<file path="src/rtl/jt7759_pkg.sv">
// jt7759_pkg
// Shared definitions for the JT7759 ROM response buffer:
//   - rom_state_t : fetch FSM encoding (IDLE / DEMAND / PREF)
//   - BYTE_SEL_BIT: byte-address bit that picks the lane inside a 16-bit word
//   - byte_lane() : lane extraction helper (0 -> [7:0], 1 -> [15:8])
package jt7759_pkg;

  typedef enum logic [1:0] {
    IDLE   = 2'd0,
    DEMAND = 2'd1,
    PREF   = 2'd2
  } rom_state_t;

  localparam int BYTE_SEL_BIT = 0;

  function automatic logic [7:0] byte_lane(input logic [15:0] word, input logic hi);
    return hi ? word[15:8] : word[7:0];
  endfunction

endpackage

</file>
<file path="src/rtl/jt7759_rom_entry.sv">
// jt7759_rom_entry
// One word entry of the ROM response buffer: tag, valid bit and data word.
// Ports:
//   clk, rst  : clock, asynchronous active-high reset
//   wr_i      : load tag_i/data_i and mark the entry valid
//   inv_i     : clear the valid bit (wins over wr_i in the same cycle)
//   tag_i     : word address being stored
//   data_i    : word being stored
//   valid_o   : entry holds a usable word
//   tag_o     : stored word address
//   data_o    : stored word
module jt7759_rom_entry (
  input  logic        clk,
  input  logic        rst,
  input  logic        wr_i,
  input  logic        inv_i,
  input  logic [15:0] tag_i,
  input  logic [15:0] data_i,
  output logic        valid_o,
  output logic [15:0] tag_o,
  output logic [15:0] data_o
);

  logic        valid_q;
  logic [15:0] tag_q;
  logic [15:0] data_q;

  always_ff @(posedge clk or posedge rst) begin
    if (rst) begin
      valid_q <= 1'b0;
      tag_q   <= 16'h0000;
      data_q  <= 16'h0000;
    end else if (inv_i) begin
      valid_q <= 1'b0;
    end else if (wr_i) begin
      valid_q <= 1'b1;
      tag_q   <= tag_i;
      data_q  <= data_i;
    end
  end

  assign valid_o = valid_q;
  assign tag_o   = tag_q;
  assign data_o  = data_q;

endmodule

</file>
<file path="src/rtl/jt7759_rom_rsp.sv">
// jt7759_rom_rsp
// Two-entry word buffer between the ADPCM byte requester and a 16-bit memory.
// Hits answer one clock after the request; misses fetch the word and, with
// PREFETCH=1, follow every demand fill with a fetch of the next word.
// Ports:
//   clk, rst   : clock, asynchronous active-high reset
//   rom_cs     : byte request strobe
//   rom_addr   : requested byte address (17 bits)
//   flush      : invalidate both entries and any outstanding fill
//   rom_data   : returned byte (registered)
//   rom_ok     : rom_data belongs to the current rom_addr
//   mem_req    : word fetch request
//   mem_addr   : word address of the fetch
//   mem_data   : fetched word, valid with mem_ok
//   mem_ok     : one-cycle fetch-complete pulse
//   dbg_state  : current fetch FSM state
//
// Memory handshake: mem_req rises with mem_addr and both stay unchanged until
// the cycle mem_ok is seen high; mem_req then drops for at least one cycle
// before the next fetch. mem_ok while mem_req is low carries no meaning and is
// ignored. A fetch, once issued, is never withdrawn.
module jt7759_rom_rsp
  import jt7759_pkg::*;
#(
  parameter int PREFETCH = 1,
  parameter int MEM_AW   = 16
) (
  input  logic              clk,
  input  logic              rst,
  input  logic              rom_cs,
  input  logic [16:0]       rom_addr,
  input  logic              flush,
  output logic [7:0]        rom_data,
  output logic              rom_ok,
  output logic              mem_req,
  output logic [MEM_AW-1:0] mem_addr,
  input  logic [15:0]       mem_data,
  input  logic              mem_ok,
  output logic [1:0]        dbg_state
);

  rom_state_t  state_q, state_d;
  logic        lru_q, lru_d;           // entry to replace on the next demand fill
  logic        drop_q, drop_d;         // outstanding fill was flushed
  logic        ok_q, ok_d;
  logic [16:0] ok_addr_q, ok_addr_d;
  logic [7:0]  rom_data_q, rom_data_d;
  logic        mem_req_q, mem_req_d;
  logic [15:0] fetch_tag_q, fetch_tag_d;
  logic        fill_idx_q, fill_idx_d;

  logic [1:0]  ent_valid;
  logic [15:0] ent_tag  [2];
  logic [15:0] ent_data [2];
  logic [1:0]  ent_wr;

  for (genvar g = 0; g < 2; g++) begin : g_entry
    jt7759_rom_entry u_entry (
      .clk     (clk),
      .rst     (rst),
      .wr_i    (ent_wr[g]),
      .inv_i   (flush),
      .tag_i   (fetch_tag_q),
      .data_i  (mem_data),
      .valid_o (ent_valid[g]),
      .tag_o   (ent_tag[g]),
      .data_o  (ent_data[g])
    );
  end

  logic [15:0] req_tag;
  logic        hit0, hit1, hit_any;
  logic [15:0] hit_word;
  logic        fill_ok;
  logic        other_idx;
  logic [15:0] next_tag;
  logic        next_in_other;

  assign req_tag   = rom_addr[16:1];
  assign hit0      = ent_valid[0] && (ent_tag[0] == req_tag);
  assign hit1      = ent_valid[1] && (ent_tag[1] == req_tag);
  assign hit_any   = hit0 || hit1;
  assign hit_word  = hit1 ? ent_data[1] : ent_data[0];
  assign fill_ok   = mem_req_q && mem_ok;
  assign other_idx = ~fill_idx_q;
  // 16'hFFFF + 1 wraps to 16'h0000, the intended successor of the last word.
  assign next_tag  = fetch_tag_q + 16'd1;
  assign next_in_other = ent_valid[other_idx] && (ent_tag[other_idx] == next_tag);

  // Response path: flush beats a hit; a held ok survives only while the
  // requester keeps the same address with cs high.
  always_comb begin
    ok_d       = ok_q;
    ok_addr_d  = ok_addr_q;
    rom_data_d = rom_data_q;
    if (flush) begin
      ok_d = 1'b0;
    end else if (rom_cs && hit_any) begin
      ok_d       = 1'b1;
      ok_addr_d  = rom_addr;
      rom_data_d = byte_lane(hit_word, rom_addr[BYTE_SEL_BIT]);
    end else if (!rom_cs || (rom_addr != ok_addr_q)) begin
      ok_d = 1'b0;
    end
  end

  // Fetch FSM. A demand miss seen during PREF just waits: once the prefetch
  // lands the FSM is back in IDLE and the still-missing request starts DEMAND.
  // A request for the word being prefetched becomes a hit when that fill lands.
  always_comb begin
    state_d     = state_q;
    mem_req_d   = mem_req_q;
    fetch_tag_d = fetch_tag_q;
    fill_idx_d  = fill_idx_q;
    lru_d       = lru_q;
    drop_d      = drop_q;
    ent_wr      = 2'b00;
    case (state_q)
      IDLE: begin
        if (rom_cs && !hit_any && !flush) begin
          fetch_tag_d = req_tag;
          fill_idx_d  = lru_q;
          mem_req_d   = 1'b1;
          state_d     = DEMAND;
        end
      end
      DEMAND: begin
        if (fill_ok) begin
          mem_req_d = 1'b0;
          drop_d    = 1'b0;
          if (drop_q || flush) begin
            state_d = IDLE;
          end else begin
            ent_wr[fill_idx_q] = 1'b1;
            lru_d              = other_idx;
            // Prefetch goes to the other entry so the demanded word stays.
            if ((PREFETCH != 0) && !next_in_other) begin
              fetch_tag_d = next_tag;
              fill_idx_d  = other_idx;
              state_d     = PREF;
            end else begin
              state_d = IDLE;
            end
          end
        end else if (flush) begin
          drop_d = 1'b1;
        end
      end
      PREF: begin
        if (!mem_req_q) begin
          // First PREF cycle: mem_req has dropped after the demand fill.
          if (flush) begin
            state_d = IDLE;
          end else begin
            mem_req_d = 1'b1;
          end
        end else if (fill_ok) begin
          mem_req_d = 1'b0;
          drop_d    = 1'b0;
          state_d   = IDLE;
          if (!drop_q && !flush) begin
            ent_wr[fill_idx_q] = 1'b1;
            lru_d              = other_idx;
          end
        end else if (flush) begin
          drop_d = 1'b1;
        end
      end
      default: state_d = IDLE;
    endcase
  end

  always_ff @(posedge clk or posedge rst) begin
    if (rst) begin
      state_q     <= IDLE;
      lru_q       <= 1'b0;
      drop_q      <= 1'b0;
      ok_q        <= 1'b0;
      ok_addr_q   <= 17'h00000;
      rom_data_q  <= 8'h00;
      mem_req_q   <= 1'b0;
      fetch_tag_q <= 16'h0000;
      fill_idx_q  <= 1'b0;
    end else begin
      state_q     <= state_d;
      lru_q       <= lru_d;
      drop_q      <= drop_d;
      ok_q        <= ok_d;
      ok_addr_q   <= ok_addr_d;
      rom_data_q  <= rom_data_d;
      mem_req_q   <= mem_req_d;
      fetch_tag_q <= fetch_tag_d;
      fill_idx_q  <= fill_idx_d;
    end
  end

  assign rom_ok    = ok_q && rom_cs && (rom_addr == ok_addr_q);
  assign rom_data  = rom_data_q;
  assign mem_req   = mem_req_q;
  assign mem_addr  = MEM_AW'(fetch_tag_q);
  assign dbg_state = state_q;

endmodule

</file>
<file path="config.mk">
export PLATFORM = sky130hd
export DESIGN_NAME = jt7759_rom_rsp
export DESIGN_NICKNAME = d
export VERILOG_FILES = /design/src/rtl/jt7759_pkg.sv /design/src/rtl/jt7759_rom_entry.sv /design/src/rtl/jt7759_rom_rsp.sv
export SDC_FILE = /design/constraint.sdc
export NUM_CORES = 1
export LEC_CHECK = 0
export BUFFER_PORTS_ARGS = -buffer_cell sky130_fd_sc_hd__buf_2
export CAP_MARGIN = 20
export CORE_MARGIN = 5
export CORE_UTILIZATION = 33
export CTS_CLUSTER_SIZE = 8
export DETAILED_ROUTE_END_ITERATION = 10
export HOLD_SLACK_MARGIN = 0.06
export PLACE_DENSITY = 0.55
export RECOVER_POWER = 25
export SETUP_SLACK_MARGIN = 0.2
export SYNTH_ARGS = -nofsm -noshare
export SYNTH_HDL_FRONTEND = slang
export SYNTH_SLANG_ARGS = --single-unit
</file>
<file path="constraint.sdc">
create_clock -name clk -period 4.8 [get_ports clk]
set_input_delay 0.48 -clock clk [delete_from_list [all_inputs] [get_ports clk]]
set_output_delay 0.48 -clock clk [all_outputs]
set_load 0.05 [all_outputs]
</file>
[Word-level counts from Yosys, hierarchy flattened]
Index checks and enable logic that the tools add are counted.
Storage, ports and cells
  register bits after elaboration: 114
  input bits: 38
  output and inout port bits: 28
  word-level logic and storage cells: 128
Operators by class
  add/subtract/negate cells: 1
  order comparisons: 4
  equal/unequal tests: 16
  multiplexer cells: 56
  bitwise logic cells: 3
  reduce and logical (&&, ||, !) cells: 33
Operator list (number)
  two-way mux 16 bit: 8
  equality test 16 bit: 3
  case mux 16 bit (2 select lines): 1
  two-way mux 1 bit: 27
  two-way mux 2 bit: 12
  equality test 17 bit: 1
  inequality test 17 bit: 1
  adder 16 x 1 -> 16 bit (second input constant): 1
  inequality test 2 bit (second input constant): 7
  logical AND 1 bit: 11
  two-way mux 8 bit: 1
  AND reduction 2 bit: 4
  nonzero test 2 bit: 4
  inequality test 3 bit (second input constant): 2
  case mux 1 bit (2 select lines): 3
  case mux 2 bit (3 select lines): 1
  AND reduction 6 bit: 1
  nonzero test 3 bit: 2
  AND reduction 5 bit: 1
  logical NOT 1 bit: 4
  < comparator 1 x 2 -> 1 bit (second input constant): 2
  case mux 2 bit (2 select lines): 1
  AND reduction 4 bit: 1
  logical OR 1 bit: 3
  other kinds (10): 11

[Logic depth before layout (Yosys ltp)]
Gate-level depths: netlist (run 1).
  depth after elaboration: 11
  gate-level depth with buffers: 12
  gate-level depth less buffers: 9

[Hierarchy]
Synthesis (run 1) repeated with hierarchy kept, for this count alone.
Second synthesis, totals
  cell total of the unflattened synthesis: 540
  area, all modules: 6556.3 sq um
By module, submodules not included
  jt7759_rom_rsp: instances 1, cells an instance 394, area an instance 3766.1 sq um, seq. area each 1201.2 sq um
  jt7759_rom_entry: instances 2, cells an instance 73, area an instance 1395.1 sq um, seq. area each 825.8 sq um

[Worst setup path after synthesis (run 1)]
Ideal clock, no wire load.
  path kind: register to register
  start: reg fetch_tag_q[0], in the netlist mem_addr[0]
  end: reg fetch_tag_q[1], in the netlist mem_addr[1]
  setup time: 125 ps
  data arrival time: 2877 ps
  data required time: 4675 ps
  path slack: 1798 ps
  cell stages (with the launch flop): 10
  buffers on the path: 1
  clock period less this slack: 3002 ps
  path through: dfrtp_1 > ha_1 > and4_1 > buf_2 > a32o_1 > a2111oi_0 > nand4b_1 > o311ai_4 > a21oi_4 > mux2_4
Between the ends
  cells in the longest elaborated chain, start to end: 5
  elaborated cells between the ends (all ways): 9
  classes of those cells: 1 x add/sub; 2 x eq/ne; 4 x mux; 2 x reduce/logical
Ends and longest elaborated chain
  from (decl): RTL line jt7759_rom_rsp.sv:49  | logic [15:0] fetch_tag_q, fetch_tag_d;
  from (signal assigned): RTL line jt7759_rom_rsp.sv:192  | fetch_tag_q <= fetch_tag_d;
  adder 16 x 1 -> 16 bit (*): RTL line jt7759_rom_rsp.sv:87  | assign next_tag = fetch_tag_q + 16'd1;
  equality test 16 bit or two-way mux 16 bit (tied branches): RTL line jt7759_rom_rsp.sv:88, jt7759_rom_rsp.sv:137
  logical AND 1 bit or two-way mux 16 bit (tied branches): RTL line jt7759_rom_rsp.sv:88, jt7759_rom_rsp.sv:131
  inequality test 2 bit (no line) or two-way mux 16 bit (tied branches)
  AND reduction 5 bit (no line) or case mux 16 bit (2 select lines) (tied branches)
Mark *: on every way between the ends. The rest lies on a longest branch, timed or not. The select of a mux whose other input is x is not followed.
A chain may end at the register's enable or synchronous reset.

[Worst setup path after layout (run 1)]
  start: reg fill_idx_q
  end: reg fetch_tag_q[1], in the netlist mem_addr[1]
Between the ends
  cells in the longest elaborated chain, start to end: 9
  elaborated cells between the ends (all ways): 11
  classes of those cells: 2 x eq/ne; 5 x mux; 2 x bitwise; 2 x reduce/logical
Ends and longest elaborated chain
  from (decl): RTL line jt7759_rom_rsp.sv:50  | logic fill_idx_q, fill_idx_d;
  from (signal assigned): RTL line jt7759_rom_rsp.sv:193  | fill_idx_q <= fill_idx_d;
  NOT 1 bit: RTL line jt7759_rom_rsp.sv:85  | assign other_idx = ~fill_idx_q;
  NOT 1 -> 2 bit (implied by the code): RTL line jt7759_rom_rsp.sv:88  | assign next_in_other = ent_valid[other_idx] && (ent_tag[other_idx] == next_tag);
  two-way mux 16 bit (implied by the code) (3 in a row): RTL line jt7759_rom_rsp.sv:88
  equality test 16 bit: RTL line jt7759_rom_rsp.sv:88
  logical AND 1 bit (*): RTL line jt7759_rom_rsp.sv:88
  inequality test 2 bit (no line) (*)
  AND reduction 5 bit (no line) (*)
Marks and branches as above.

==> results of run 1 <==
[logic make-up after synthesis]
group,Yosys count
XOR/XNOR,69
flip-flops,114
AND/OR/NAND/NOR,109
AO/OA/AOI/OAI,84
multiplexers,116
buffers and inverters,45
adder cells (fa/ha/maj),4
[worst min-delay path by stage]
stage	start	to	slack, ns
final	flush	g_entry[1].u_entry.valid_o	0.29
after global routing	flush	g_entry[1].u_entry.valid_o	0.29
after floorplan	g_entry[1].u_entry.data_o[8]	g_entry[1].u_entry.data_o[8]	0.47
after CTS	flush	g_entry[1].u_entry.valid_o	0.27
after global placement	g_entry[1].u_entry.data_o[10]	g_entry[1].u_entry.data_o[10]	0.48
after detailed placement	g_entry[1].u_entry.data_o[14]	g_entry[1].u_entry.data_o[14]	0.49
[synthesized netlist by cell type, types with 10 or more instances]
cell,instances
sky130_fd_sc_hd__xor2_1,24
sky130_fd_sc_hd__dfrtp_1,114
sky130_fd_sc_hd__o21ai_0,17
sky130_fd_sc_hd__mux2_1,12
sky130_fd_sc_hd__buf_2,12
sky130_fd_sc_hd__mux2_2,78
sky130_fd_sc_hd__nor2_1,13
sky130_fd_sc_hd__mux2i_1,16
sky130_fd_sc_hd__a21oi_1,15
sky130_fd_sc_hd__clkbuf_1,15
sky130_fd_sc_hd__nand3_1,16
sky130_fd_sc_hd__inv_1,12
sky130_fd_sc_hd__xnor2_1,43
sky130_fd_sc_hd__nand2_1,28
sky130_fd_sc_hd__nand4_1,15
sky130_fd_sc_hd__a2bb2oi_2,10
[power by group through the flow]
stage / sequential [mW] / combinational, mW / clock (mW)
after floorplan: 1.72 / 1.50 / 0
after global placement: 1.68 / 1.99 / 0
after detailed placement: 1.69 / 2.02 / 0
after CTS: 1.68 / 2.03 / 1.33
after global routing: 1.73 / 2.19 / 1.37
final: 1.68 / 2.03 / 1.29
[final cells by class]
class | instances | area share
clock inverters | 12 | 0.02079
flip-flops and latches | 114 | 0.3761
repair buffers | 72 | 0.05147
well taps | 265 | 0.04371
clock buffers | 19 | 0.05972
multi-input cells | 382 | 0.4416
inverters | 13 | 0.006598
[metal layers]
| metal | routed length, um | track usage |
|---|---|---|
| met1 | 7689 | 0.2101 |
| met2 | 8022 | 0.2518 |
| met3 | 1023 | 0.04619 |
| met4 | 199 | 0.04302 |
| met5 | 0 | 0 |
[state kept, by name, indices dropped and copies added (netlist names), 2 cells and up]
name / count
dbg_state: 2
g_entry.u_entry.data_o: 32
g_entry.u_entry.tag_o: 32
g_entry.u_entry.valid_o: 2
mem_addr: 16
ok_addr_q: 17
rom_data: 8
[per-stage QoR]
stage | setup WS (ns) | hold WS [ns] | std cells
final | 1.099 | 0.2915 | 877
after global routing | 0.9183 | 0.2929 | 877
after CTS | 1.122 | 0.2721 | 876
after detailed placement | 1.151 | 0.4902 | 845
after global placement | 1.272 | 0.4834 | 845
after floorplan | 1.304 | 0.4739 | 541
[worst max-delay path: cells and delay by family, from the launching register on]
kind,cells,cell delay (ns)
mux,2,0.66
simple gates,1,0.21
compound gates,4,1.47
flops,1,0.91
xor+xnor,1,0.31
[placed cells by master, fill, tap and decap left out, drive strengths merged, types with 6 or more instances in the layout]
master,Yosys,layout
a21oi,16,16
a221oi,8,8
a2bb2oi,13,13
buf,17,72
clkbuf,15,19
clkinv,1,6
dfrtp,114,114
inv,12,12
mux2,92,92
mux2i,16,16
mux4,8,8
nand2,29,29
nand3,16,16
nand4,15,15
nor2,14,14
nor4,8,8
o21ai,18,18
xnor2,44,44
xor2,24,24
==> impl_results.md, run 1 <==
* Status: complete, but fails checks
* Violations in the final reports: max-capacitance violations, max-slew violations
* XOR/XNOR share of the synthesized area at 0.09756
* Vias in the first global route at 4847
* Post-synthesis mux area share at 0.2158
* Share of total power consumed by net switching at 0.4089
* Worst Max-Slew Pin Slew at 3.145 ns
* # fillers at 1886
* Maximum number of buffers from clock root to sink at 2
* Max-slew headroom at -1.108
* Period utilization at 0.7711
* Startpoint kind of the worst setup timing path: register
* Worst vdd rail ir drop at 264.8 uV
* Effective utilization at floorplan at 0.3327
* Area of the multi-input gates at 3349 um^2
* Setup crit start: fill_idx_q
* Ranking of synthesized cells by area: sky130_fd_sc_hd__dfrtp_1 (44%), sky130_fd_sc_hd__mux2_2 (14%), sky130_fd_sc_hd__xnor2_1 (5.9%)
* Cell area reported after detailed placement at 6955 um^2
* Drt total wl at 16940 um
* Number of clock buffers inserted by TritonCTS at 17
* Placer's final routability congestion estimate at 0.8615
* Dominant combinational cell family by area after synthesis: multiplexers
* Async set-or-reset flop fraction in the synthesized netlist at 1.000
* Reg-to-Reg End: mem_addr[1]
* Setup Buffers After CTS at 0
* Ports placed on the boundary at 66
* Final std cell area, no fill at 7585 um^2
* Kind of critical path: register to register
* CP cell instances: mux2i_1, xor2_1, a21oi_1, a2111oi_0, nand4b_1, o311ai_4, a21oi_4, mux2_4
* Total via count in the routed design at 4627
* Simple logic cell fraction of the synthesized area at 0.09249
* Master of the slowest instance on the critical path: sky130_fd_sc_hd__dfrtp_1
* Initial antenna violation count at 0
* Port Buf Inserts at 65
* Post-Synthesis Net Count at 583
* Maximum number of pins on one net before global-route repair at 73
* Reg-to-reg critical path startpoint: fill_idx_q
* Area grow syn2layout at 18.28%
* Die area at 22320 um^2
* Core ar. at 19270 um^2
* Number of instances on the worst hold path at 2
* Compound-Gate Fraction of Synth Area at 0.1067
* FF-to-FF setup slack at 1.10 ns
* Average detailed-routed wire length per instance at 19.31 um
* Power density normalized to cell area at 659.3 nW/um^2
* Count of flip-flops with a built-in enable after synthesis at 0
* Unrepaired setup endpoints after global routing: false
* Endpoint required time on the critical path at 5.10 ns
* First-pass GRT wire length at 27190 um
* Synthesized-area fraction occupied by adder cells at 0.007805
* Hold Buf Count CTS at 0
* Diodes inserted at 0
* # clock sinks at 114
* Accumulated negative setup slack at 0 ns
* Worst hold path class: input port to register
* Minimum clock period after layout at 3.701 ns
* Post-synth top flop: sky130_fd_sc_hd__dfrtp_1
* Clock tree from TritonCTS: done
* Lkg Pwr at 3.375 nW
* Max Transition Viols Final at 73
* Crit path largest cell delay at 0.91 ns
* Register bit total from synthesis at 114
* Count of synthesis-stage warnings from yosys at 0
* Worst clock skew at 0.007296 ns
* Clock network fraction of total power at 0.259
* Cell depth of the worst flop-to-flop path at 8
* Clock Tree Root: sky130_fd_sc_hd__clkbuf_16
* Total DRC errors in the routed layout at 0
* Final cell utilization of the core at 0.3936
* Antenna-violating nets left at 0
* Worst-path clk slew at 0.06 ns
* Overall Global Routing Usage at 0.1578
* Setup violations, final at 0
* Internal power at 2.956 mW
* Part of the power in combinational logic at 0.406
* Critical path endpoint: mem_addr[1]
* Register area share after synthesis at 0.4449
* Number of instances in the synthesized netlist at 541
* H-tree levels at 4
* Seq pwr share at 0.336
* Count of different cell masters after synthesis at 65
* Detailed placer's ending HPWL at 12300 um
* Die boundary height at 149.4 um
* Count of TritonRoute iterations in the first routing pass at 5
* Clock latency on the worst-skew pair at 0.42 ns
* Category of the worst setup path capture point: register
* Number of hold violations in the final report at 0
* Number of cells upsized or downsized after cts at 0
* Critical Path Fanout Max at 17
* Seq. cell area at 2853 um^2
* PnR Total Power at 5.001 mW
* DIE WIDTH at 149.4 um
* Maximum achievable frequency at 270.2 MHz
* First DRT Iteration DRCs at 300
* Switching power at 2.045 mW
* Nets@finish at 642
* Area of the mapped netlist at 6412 um^2
* Avg Inst Size Synth at 11.85 um^2
* Post-detailed-route via-to-cell ratio at 5.276
* Synth area leader: sky130_fd_sc_hd__dfrtp_1
* Floorplan row count at 51
* Area share of the largest cell type after synthesis at 0.4449
* Count of max-cap constraint violations at 1
* Proportion of layout cells with a drive suffix above 1 at 0.3448
* Data arrival time of the worst path at 4.00 ns
* Remaining Overflow, GRT at 0
Note: power is estimated with default switching activity, not from simulation.
==> run 2: changes to the inputs <==
- PLACE_DENSITY: 0.55 -> 0.57
- clock period: 4.8 -> 3.05 ns (I/O delays scaled with it)
==> run 2 against run 1 <==
Effect of this change: the flow now finishes without violations; sequential power increased by 50%; first-iteration DRC count rose by 5.3%; final cell count is 3.0% higher; die area unchanged; sequential share of layout area shrank 1.4 points; via count up 3.3%; utilization grew 1.7 points; clock power up 60%; routed wire length rose by 4.1%; critical path depth stayed put; clock-buffer cell count down 2; largest cell class unchanged.
==> impl_results.md, run 2 (synthesized netlist as in run 1, its figures left out) <==
* Startpoint kind of the worst setup timing path: register
* Clock Tree Root: sky130_fd_sc_hd__clkbuf_16
* Clock tree from TritonCTS: done
* Setup slack at placement at 0.1504 ns
* Minimum clock period after layout at 2.769 ns
* Worst clock skew at 0.008539 ns
* Most common cell after layout, fill and taps aside: sky130_fd_sc_hd__dfrtp_1
* Category of the worst setup path capture point: register
* Accumulated negative setup slack at 0 ns
* Total via count in the routed design at 4780
* Count of max-cap constraint violations at 0
* # clock sinks at 114
* Setup crit start: mem_addr[12]
* Lkg Pwr at 3.489 nW
* Total DRC errors in the routed layout at 0
* Die area at 22320 um^2
* Floorplan row count at 51
* First-pass GRT wire length at 28080 um
* Reg-to-Reg End: mem_addr[1]
* Unrepaired setup endpoints after global routing: false
* Final cell utilization of the core at 0.4101
* Maximum number of buffers from clock root to sink at 2
* Worst-path clk slew at 0.06 ns
* Data arrival time of the worst path at 3.07 ns
* Reg-to-reg critical path startpoint: mem_addr[12]
* Power density normalized to cell area at 1055 nW/um^2
* Area grow syn2layout at 23.26%
* Setup violations, final at 0
* Worst hold path class: input port to register
* Number of instances on the worst hold path at 2
* # fillers at 1859
* Clock network fraction of total power at 0.247
* Seq pwr share at 0.302
* Placer's final routability congestion estimate at 0.8503
* PnR Total Power at 8.340 mW
* Seq. cell area at 2865 um^2
* Count of TritonRoute iterations in the first routing pass at 5
* Ports placed on the boundary at 66
* Period utilization at 0.9078
* Diodes inserted at 0
* Endpoint required time on the critical path at 3.35 ns
* Internal power at 4.901 mW
* H-tree levels at 4
* DIE WIDTH at 149.4 um
* Average detailed-routed wire length per instance at 19.52 um
* Initial antenna violation count at 0
* Remaining Overflow, GRT at 0
* Number of hold violations in the final report at 0
* Area of the multi-input gates at 3428 um^2
* Final setup margin at 0.2813 ns
* Port Buf Inserts at 65
* Destination of the worst hold path: g_entry[1].u_entry.valid_o
* FF-to-FF setup slack at 0.28 ns
* Clock latency on the worst-skew pair at 0.42 ns
* Critical Path Fanout Max at 9
* Max Transition Viols Final at 0
* Share of total power consumed by net switching at 0.4123
* Worst Max-Slew Pin Slew at 0.8879 ns
* Status: complete, no violations
* Proportion of layout cells with a drive suffix above 1 at 0.4060
* Effective utilization at floorplan at 0.3327
* Core ar. at 19270 um^2
* Worst Hold Launch: flush
* Antenna-violating nets left at 0
* Nets@finish at 667
* Maximum number of pins on one net before global-route repair at 64
* Part of the power in combinational logic at 0.451
* Vias in the first global route at 5044
* Number of clock buffers inserted by TritonCTS at 17
* Max-slew headroom at 0.4048
* Overall Global Routing Usage at 0.1629
* First DRT Iteration DRCs at 316
* Detailed placer's ending HPWL at 12870 um
* Kind of critical path: register to register
* Switching power at 3.439 mW
* Worst vdd rail ir drop at 520.8 uV
* Drt total wl at 17630 um
* Maximum achievable frequency at 361.2 MHz
* Die boundary height at 149.4 um
* Cell depth of the worst flop-to-flop path at 8
* Post-detailed-route via-to-cell ratio at 5.293
* Top library cells by usage in the layout, fill and taps aside: sky130_fd_sc_hd__dfrtp_1 (104), sky130_fd_sc_hd__mux2_2 (78), sky130_fd_sc_hd__buf_2 (64)
[run 2: changes by cell type in the layout (fill, tap and decap cells not counted), sizes merged]
cell	delta
buf	+23
inv	+2
clkbuf	-1
clkinv	+1
dlygate4sd3	+1
[run 2: layer usage]
layer / vias up / track usage / part of all wire
met4: 0 / 0.03799 / 0.0095
met5: - / 0 / 0
met2: 154 / 0.2525 / 0.47
met1: 2444 / 0.2279 / 0.47
li1: 2168 / - / -
met3: 14 / 0.04436 / 0.059
[run 2: area by class of cell]
cell class,count,area share
Timing Repair Buffer,97,0.07836
Tap cell,265,0.04195
Multi-Input combinational cell,382,0.4338
Clock buffer,17,0.05382
Clock inverter,15,0.02327
Inverter,13,0.006332
Sequential cell,114,0.3625
[run 2: through the flow]
| step | hold slack, ns | cells | instance area, um^2 |
|---|---|---|---|
| 2_1_floorplan | 0.3681 | 541 | 6439 |
| 3_3_place_gp | 0.3337 | 861 | 7137 |
| 3_5_place_dp | 0.3390 | 861 | 7137 |
| 4_1_cts | 0.1059 | 894 | 7757 |
| 5_1_grt | 0.1114 | 903 | 7904 |
| 6_report | 0.1181 | 903 | 7904 |
[run 2: worst max path at each step]
stage	endpoint	slack, ns	cells past startpoint
final	mem_addr[1]	0.28	8
after global routing	mem_addr[1]	0.16	8
after CTS	fill_idx_q	0.20	10
after detailed placement	fill_idx_q	0.15	9
after global placement	fill_idx_q	0.18	9
after floorplan	mem_addr[1]	0.22	9
[run 2: what timing repair did]
item,4_1_cts,5_1_grt
endpoints found under the setup margin,9,18
pin swaps,1,6
hold buffers,1,0
endpoints found under the hold margin,17,0
resized for setup,1,22
buffers inserted,0,9
[run 2: critical path: stages, from the launching register on]
cell and delay [ns]:
sky130_fd_sc_hd__dfrtp_2 0.49, sky130_fd_sc_hd__and3_1 0.30, sky130_fd_sc_hd__xnor3_1 0.35, sky130_fd_sc_hd__nor4b_2 0.25, sky130_fd_sc_hd__o21ai_1 0.14, sky130_fd_sc_hd__nand4b_1 0.24, sky130_fd_sc_hd__o311ai_4 0.40, sky130_fd_sc_hd__a21oi_4 0.16
sky130_fd_sc_hd__mux2_4 0.32
[run 2: power by group through the flow]
stage          combinational [mW]  sequential [mW]  clock, mW
5_1_grt                      4.02             2.59       2.17
2_1_floorplan                2.38             2.73          0
3_5_place_dp                 3.51             2.54          0
3_3_place_gp                 3.45             2.51          0
6_report                     3.76             2.52       2.06
4_1_cts                      3.52             2.52       2.09
==> run 3: changes to the inputs <==
- REMOVE_ABC_BUFFERS: unset -> 1
==> run 3 against run 2 <==
Effect of this change: first-iteration DRC count decreased by 13%; total power fell by 0.72%; critical path depth down 2; via count up 1.2%; worst hold slack better by 0.013 ns; sequential power down 4%; setup slack worse by 0.0042 ns; die area is the same; combinational power rose by 2%.
==> impl_results.md, run 3 (synthesized netlist as in run 1, its figures left out) <==
* Port Buf Inserts at 65
* Worst hold path class: input port to register
* Core ar. at 19270 um^2
* Diodes inserted at 0
* Average detailed-routed wire length per instance at 19.85 um
* Proportion of layout cells with a drive suffix above 1 at 0.3820
* Clock tree from TritonCTS: done
* Die area at 22320 um^2
* Remaining Overflow, GRT at 0
* CP cell instances: xor2_1, or4_1, nor4_2, nand2_2, mux4_2, mux2_2
* H-tree levels at 4
* Overall Global Routing Usage at 0.1670
* First-pass GRT wire length at 28600 um
* DIE WIDTH at 149.4 um
* Status: complete, no violations
* Vias in the first global route at 5117
* Accumulated negative setup slack at 0 ns
* Initial antenna violation count at 0
* Effective utilization at floorplan at 0.3327
* Floorplan row count at 51
* Power density normalized to cell area at 1052 nW/um^2
* # clock sinks at 114
* Lkg Pwr at 3.494 nW
* First DRT Iteration DRCs at 276
* Setup violations, final at 0
* Crit path largest cell delay at 0.53 ns
* Data arrival time of the worst path at 3.07 ns
* Cell count after placement at 872
* Die boundary height at 149.4 um
* Startpoint kind of the worst setup timing path: register
* Maximum number of pins on one net before global-route repair at 60
* Master of the slowest instance on the critical path: sky130_fd_sc_hd__or4_1
* Worst vdd rail ir drop at 639.0 uV
* Worst clock skew at 0.009864 ns
* Kind of critical path: register to register
* Number of hold violations in the final report at 0
* Minimum clock period after layout at 2.773 ns
* Total via count in the routed design at 4836
* Count of TritonRoute iterations in the first routing pass at 5
* Number of clock buffers inserted by TritonCTS at 17
* Clock Tree Root: sky130_fd_sc_hd__clkbuf_16
* Drt total wl at 18040 um
* Antenna-violating nets left at 0
* Clock latency on the worst-skew pair at 0.42 ns
* Ports placed on the boundary at 66
* Placer's final routability congestion estimate at 0.9375
* Max-slew headroom at 0.1264
* Most common cell after layout, fill and taps aside: sky130_fd_sc_hd__dfrtp_1
* Detailed placer's ending HPWL at 13080 um
* PnR Total Power at 8.280 mW
* Category of the worst setup path capture point: register
* Count of max-cap constraint violations at 0
* Post-detailed-route via-to-cell ratio at 5.320
* Endpoint required time on the critical path at 3.35 ns
* Total DRC errors in the routed layout at 0
* Nets@finish at 673
* Maximum number of buffers from clock root to sink at 2
* Worst-path clk slew at 0.05 ns
* Top library cells by usage in the layout, fill and taps aside: sky130_fd_sc_hd__dfrtp_1 (111), sky130_fd_sc_hd__mux2_2 (78), sky130_fd_sc_hd__buf_2 (58)
* Worst Max-Slew Pin Slew at 1.308 ns
* Period utilization at 0.9091
* Count of non-filler cells in the finished layout at 909
* Unrepaired setup endpoints after global routing: true
* Area grow syn2layout at 22.71%
* Maximum achievable frequency at 360.6 MHz
* Critical Path Fanout Max at 8
* Max Transition Viols Final at 0
## run 3: changes by cell type in the layout (fill, tap and decap cells not counted), sizes merged
cell,delta
clkbuf,+11
clkinvlp,-2
clkinv,-1
inv,-2
## run 3: worst max-delay path: cells and delay by family, from the launching register on
kind             cells  cell delay [ns]
XOR/XNOR             1             0.20
multiplexers         2             0.80
flip-flops           1             0.43
AND/OR/NAND/NOR      3             1.22
## run 3: path summary, 6_finish.rpt
path	cells after the start	start	slack [ns]	endpoint
max in group asynchronous	4	rst	1.35	ok_addr_q[9]
hold / removal	2	mem_data[8]	0.13	g_entry[1].u_entry.data_o[8]
hold reg to reg	1	g_entry[0].u_entry.data_o[12]	0.50	g_entry[0].u_entry.data_o[12]
setup / recovery	6	g_entry[1].u_entry.tag_o[0]	0.28	rom_data[0]
setup reg to reg	6	g_entry[1].u_entry.tag_o[0]	0.28	rom_data[0]
min in group asynchronous	3	rst	0.79	g_entry[0].u_entry.data_o[6]
## run 3: layer usage
| layer | wire, um | up-vias | GRT usage | part of all wire |
|---|---|---|---|---|
| li1 | - | 2182 | - | - |
| met1 | 7948 | 2458 | 0.2173 | 0.44 |
| met3 | 1084 | 31 | 0.04831 | 0.060 |
| met4 | 370 | 0 | 0.06041 | 0.021 |
| met2 | 8638 | 165 | 0.2656 | 0.48 |
| met5 | 0 | - | 0 | 0 |
## run 3: area by class of cell
type / instances / area, um^2
sequential: 114 / 2856
timing repair buffer: 103 / 644.4
clock buffer: 22 / 454.2
inverter: 13 / 48.80
multi-input combinational: 382 / 3400
clock inverter: 10 / 133.9
tap: 265 / 331.6
fill: 1880 / 11400
## run 3: where the power goes
group	switching [mW]	leakage, nW	internal, mW	total [mW]
Sequential	0.457	1.49	1.97	2.43
Clock	0.700	0.284	1.30	2.00
Combinational	2.21	1.72	1.64	3.85
Total	3.36	3.49	4.92	8.28
## run 3: repair_timing
action / 4_1_cts / 5_1_grt
endpoints found under the hold margin: 1 / 0
setup endpoints to repair: 6 / 25
pin swaps: 2 / 8
gates resized for setup: 7 / 18
setup buffers: 0 / 4
hold buffers: 1 / 0
## run 3: stage by stage
step           instance area [um^2]  hold slack, ns  worst slack (ns)  utilization
3_3_place_gp                   7166          0.4812            0.1883       0.3718
2_1_floorplan                  6238          0.3681            -1.079            -
5_1_grt                        7869          0.1172            0.1533       0.4083
4_1_cts                        7777          0.1117            0.2027       0.4036
6_report                       7869          0.1309            0.2771       0.4083
3_5_place_dp                   7166          0.4928            0.1613       0.3718
